$ cat src/rtl/dual_seq_gen.sv
// Two-channel framed serial pattern generator. Each frame is 4 payload bits,
// 4 marker bits (MARKER or zeros), then GAP_LEN idle cycles; bursts repeat the frame.
module dual_seq_gen #(
    parameter logic [3:0] MARKER  = 4'b1011,
    parameter int         GAP_LEN = 2
) (
    input  logic       clk,
    input  logic       rst_n,
    input  logic       start,
    input  logic [3:0] pat1,
    input  logic [3:0] pat2,
    input  logic       mark1,
    input  logic       mark2,
    input  logic [3:0] frames,
    output logic       seq1,
    output logic       seq2,
    output logic       busy,
    output logic       frame_done,
    output logic       done
);

    typedef enum logic [1:0] {
        IDLE = 2'd0,
        DATA = 2'd1,
        MARK = 2'd2,
        GAP  = 2'd3
    } state_t;

    localparam logic [1:0] GAP_LAST = 2'(GAP_LEN - 1);

    state_t     state_q, state_d;
    logic [1:0] bit_q, bit_d;
    logic [3:0] frame_q, frame_d;
    logic [3:0] pat1_q, pat1_d;
    logic [3:0] pat2_q, pat2_d;
    logic       mark1_q, mark1_d;
    logic       mark2_q, mark2_d;
    logic       seq1_q, seq2_q, busy_q, frame_done_q, done_q;

    // Next-state, position counters and burst latches
    always_comb begin
        state_d = state_q;
        bit_d   = bit_q;
        frame_d = frame_q;
        pat1_d  = pat1_q;
        pat2_d  = pat2_q;
        mark1_d = mark1_q;
        mark2_d = mark2_q;
        case (state_q)
            IDLE: begin
                if (start && (frames != 4'd0)) begin
                    state_d = DATA;
                    bit_d   = 2'd0;
                    frame_d = frames;
                    pat1_d  = pat1;
                    pat2_d  = pat2;
                    mark1_d = mark1;
                    mark2_d = mark2;
                end else begin
                    state_d = IDLE;
                end
            end
            DATA: begin
                if (bit_q == 2'd3) begin
                    state_d = MARK;
                    bit_d   = 2'd0;
                end else begin
                    bit_d = bit_q + 2'd1;
                end
            end
            MARK: begin
                if (bit_q == 2'd3) begin
                    state_d = GAP;
                    bit_d   = 2'd0;
                end else begin
                    bit_d = bit_q + 2'd1;
                end
            end
            GAP: begin
                if (bit_q == GAP_LAST) begin
                    bit_d   = 2'd0;
                    frame_d = frame_q - 4'd1;
                    if (frame_q == 4'd1) begin
                        state_d = IDLE;
                    end else begin
                        state_d = DATA;
                    end
                end else begin
                    bit_d = bit_q + 2'd1;
                end
            end
            default: begin
                state_d = IDLE;
                bit_d   = 2'd0;
                frame_d = 4'd0;
            end
        endcase
    end

    // State registers; outputs are registered from the upcoming state so they
    // line up with the cycle that state is active. Bit index 3-k equals ~k.
    always_ff @(posedge clk or negedge rst_n) begin
        if (!rst_n) begin
            state_q      <= IDLE;
            bit_q        <= 2'd0;
            frame_q      <= 4'd0;
            pat1_q       <= 4'd0;
            pat2_q       <= 4'd0;
            mark1_q      <= 1'b0;
            mark2_q      <= 1'b0;
            seq1_q       <= 1'b0;
            seq2_q       <= 1'b0;
            busy_q       <= 1'b0;
            frame_done_q <= 1'b0;
            done_q       <= 1'b0;
        end else begin
            state_q      <= state_d;
            bit_q        <= bit_d;
            frame_q      <= frame_d;
            pat1_q       <= pat1_d;
            pat2_q       <= pat2_d;
            mark1_q      <= mark1_d;
            mark2_q      <= mark2_d;
            busy_q       <= (state_d != IDLE);
            frame_done_q <= (state_d == GAP) && (bit_d == GAP_LAST);
            done_q       <= (state_d == GAP) && (bit_d == GAP_LAST) && (frame_d == 4'd1);
            case (state_d)
                DATA: begin
                    seq1_q <= pat1_d[~bit_d];
                    seq2_q <= pat2_d[~bit_d];
                end
                MARK: begin
                    seq1_q <= mark1_d & MARKER[~bit_d];
                    seq2_q <= mark2_d & MARKER[~bit_d];
                end
                default: begin
                    seq1_q <= 1'b0;
                    seq2_q <= 1'b0;
                end
            endcase
        end
    end

    assign seq1       = seq1_q;
    assign seq2       = seq2_q;
    assign busy       = busy_q;
    assign frame_done = frame_done_q;
    assign done       = done_q;

endmodule

$ cat config.mk
export PLATFORM = sky130hd
export DESIGN_NAME = dual_seq_gen
export DESIGN_NICKNAME = d
export VERILOG_FILES = /design/src/rtl/dual_seq_gen.sv
export SDC_FILE = /design/constraint.sdc
export NUM_CORES = 1
export LEC_CHECK = 0
export CORE_MARGIN = 10
export CORE_UTILIZATION = 40
export CTS_CLUSTER_DIAMETER = 80
export DETAILED_ROUTE_END_ITERATION = 16
export PLACE_DENSITY = 0.62
export SYNTH_ARGS = -nofsm -noshare
export SYNTH_HDL_FRONTEND = slang
export SYNTH_SLANG_ARGS = --single-unit
export TNS_END_PERCENT = 100
$ cat constraint.sdc
create_clock -name clk -period 3.05 [get_ports clk]
set_clock_uncertainty 0.1 [all_clocks]
set_input_delay 0.4575 -clock clk [delete_from_list [all_inputs] [get_ports clk]]
set_output_delay 0.4575 -clock clk [all_outputs]
set_load 0.02 [all_outputs]
==> flow_summary.yaml <==
outcome:
  status: "finished, final reports clean"
cts:
  cts_htree_levels: 1
  clk_latency_ps: 310
  clockBufferDepth: 2
  root_buffer: "clkbuf_4"
  post_cts_buffers: 0
  cts_buffers: 3
  cts.sinks: 23
  cts_tree: "done"
  clk_pin_slew_worst_paths_ps: 120
  cts_resized: 0
  holdBufCountCts: 0
placed_design:
  port_buffers: 21
  dpl-instance-area_um2: 1590
  dpl_worst_slack_ps: 5.06
  gp_routability_congestion: 0.869
  dp_hpwl_um: 2180
  dp.cells: 189
global_route:
  grt_usage_pct: 8.95
  grt.overflow.total: 0
  grt_first_pass_wirelength_um: 4550
  grt_pass1_vias: 996
  antenna_found_initial: 0
  grt_max_degree: 24
detailed_routing:
  met1Wirelength_um: 1210
  drc_errors: 0
  wl_per_cell_um: 13.8
  route.met3.wl_um: 137
  wl_met2_um: 1320
  firstDrtPassIters: 4
  totalWireLength_um: 2670
  vias_per_cell: 5.00
  first_iter_violations: 74
  ant_nets: 0
  highest_layer: "met3"
  vias: 965
logic_synthesis:
  syn_area_um2: 1330
  synth_area_leader_cell: "dfrtp_1"
  synthCells: 125
  yosys.area.top_type_share_pct: 43.4
  syn-num-nets: 157
  avgSynthCellArea_um2: 10.6
  seq_area_frac_synth_pct: 43.4
  synth_area_leaders: "dfrtp_1 43%, ha_1 14%, mux2_2 12%"
  synth_warnings: 0
  ys_types: 28
  synth_seq_cells: 23
worst_setup_path:
  cp_slowest_cell: "nor2_1"
  r2r_slack_ps: 230
  r2r_cells: 7
  crit_fanout: 11
  cpMostUsedCell: "mux2_2"
  worstSetupStartpointType: "register"
  crit_path_cell_trace: "inv_1, ha_1, nand2_1, nor2_1, mux2_2, mux2_2, a221o_1"
  critPathTopFamily: "simple AND/OR/NAND/NOR gates"
  r2r-end: "seq2$_DFF_PN0_"
  path_class: "register to register"
  cp.required_ps: 3150
  cp_num_buf_inv: 1
  arrival_ps: 2920
  crit_path_end_kind: "register"
  max_stage_delay_ps: 720
  r2r-start: "state_q[0]$_DFF_PN0_"
timing:
  hold_viol: 0
  layout_min_cycle_time_ps: 2820
  fmax_mhz: 355
  finalCritPeriodShare_pct: 92.4
  setup-violations-final: 0
  grt_setup_unrepaired: "no"
  maxSlewViolCount: 0
  slew-limit-headroom_pct: 37.4
  fin_ws_ps: 231
  fin_setup_tns_ps: 0
  worst_slew_pin_slew_ps: 935
flow_run:
  maxCapViolCount: 0
cells_and_area:
  finalInstanceArea_um2: 1610
  fin_cells: 193
  layout.nets: 182
  syn2layout_area_growth_pct: 21.5
  drive_gt1_share_pct: 14.1
  antenna_cells: 0
hold_path:
  min_path_type: "primary input to async pin"
power:
  power_density_nw_per_um2: 779
  fin_total_pwr_mw: 1.26
  peakVddDrop_mv: 0.364
  leakage_nw: 0.727
floorplan:
  core_um2: 3100
  die_w_um: 77.6
  start_util_pct: 42.8
  die_h_um: 77.6
  die_area_um2: 6020
  io_pins: 22
  num_rows: 20
cell usage in the layout (no fill, tap or decap), types with 2 or more instances in the layout:
cell,netlist,final
dfrtp_1,23,23
clkdlybuf4s50_1,0,21
ha_1,15,15
inv_1,14,14
mux2_2,14,14
nand2_1,11,11
nor2_1,6,6
o21ai_0,5,5
a21oi_1,5,5
nor3b_1,4,4
nor2b_1,3,3
nand3_1,3,3
a221o_1,3,3
clkbuf_4,0,3
nor4_1,2,2
o22ai_1,2,2
and2_1,2,2
cells in the mapped netlist (all sizes together):
master   count
nor3b        4
o211ai       1
nor4b        1
buf          1
nor2b        3
and2         2
dfrtp       23
o21ai        5
a22oi        1
nor2         6
o2bb2ai      1
mux2        15
nor3         1
or3b         1
a21o         1
a32oi        1
nand3        3
a221o        3
ha          15
a21oi        5
inv         14
o22ai        2
nand2       11
o41ai        1
clkbuf       1
nor4         2
o31ai        1
per-stage QoR:
step	hold slack, ps	utilization [%]
floorplan	61.9	-
global placement	375	51.1
detailed placement	382	51.1
CTS	392	52.0
global route	382	52.0
finish	389	52.0
cell type report:
type / count / area (um2)
Clock buffer: 3 / 22.5
Clock inverter: 1 / 5.00
Fill cell: 298 / 1490
Inverter: 14 / 52.6
Multi-Input combinational cell: 86 / 684
Sequential cell: 23 / 576
Tap cell: 44 / 55.1
Timing Repair Buffer: 22 / 218
worst max-delay path by stage:
stage | start | to | cells after the start
2_1_floorplan | state_q[0]$_DFF_PN0_ | seq2$_DFF_PN0_ | 8
3_5_place_dp | frames[1] | seq2$_DFF_PN0_ | 6
6_report | state_q[0]$_DFF_PN0_ | seq2$_DFF_PN0_ | 7
4_1_cts | state_q[0]$_DFF_PN0_ | seq2$_DFF_PN0_ | 7
5_1_grt | bit_q[1]$_DFF_PN0_ | seq1$_DFF_PN0_ | 10
3_3_place_gp | frames[1] | seq1$_DFF_PN0_ | 6
state kept, by name, summed over array words and instances, names as in the netlist:
register / count
frame_done: 1
state_q: 2
pat2_q: 4
done: 1
mark1_q: 1
frame_q: 4
busy: 1
seq2: 1
mark2_q: 1
seq1: 1
bit_q: 2
pat1_q: 4
cell families (layout without fill, tap and decap cells):
logic type | count (synthesis) | count (layout) | share of synthesized area (%)
compound gates | 22 | 22 | 11.2
fa+ha+maj | 15 | 15 | 14.1
flops | 23 | 23 | 43.4
simple gates | 34 | 34 | 13.2
buf+inv | 16 | 40 | 5.09
mux | 15 | 15 | 13.0
worst reg2reg max path, delay by kind of cell, from the launching register on:
kind                       cells  cell delay (ps)
muxes                          2              700
DFF                            1              440
AOI/OAI and AO/OA              1              350
buffers and inverters          1              140
and+or+nand+nor                2              810
adders and majority gates      1              190
routing by layer:
| layer | up-vias | GRT usage [%] |
|---|---|---|
| li1 | 488 | - |
| met2 | 17 | 15.3 |
| met3 | 0 | 3.57 |
| met1 | 460 | 10.3 |
| met5 | - | 0 |
| met4 | 0 | 1.64 |
where the power goes:
part / internal [mW] / switching [mW]
Combinational: 0.299 / 0.335
Clock: 0.0490 / 0.0850
Sequential: 0.425 / 0.0637
Total: 0.773 / 0.483
No activity file was read; power rests on OpenSTA's default activity.
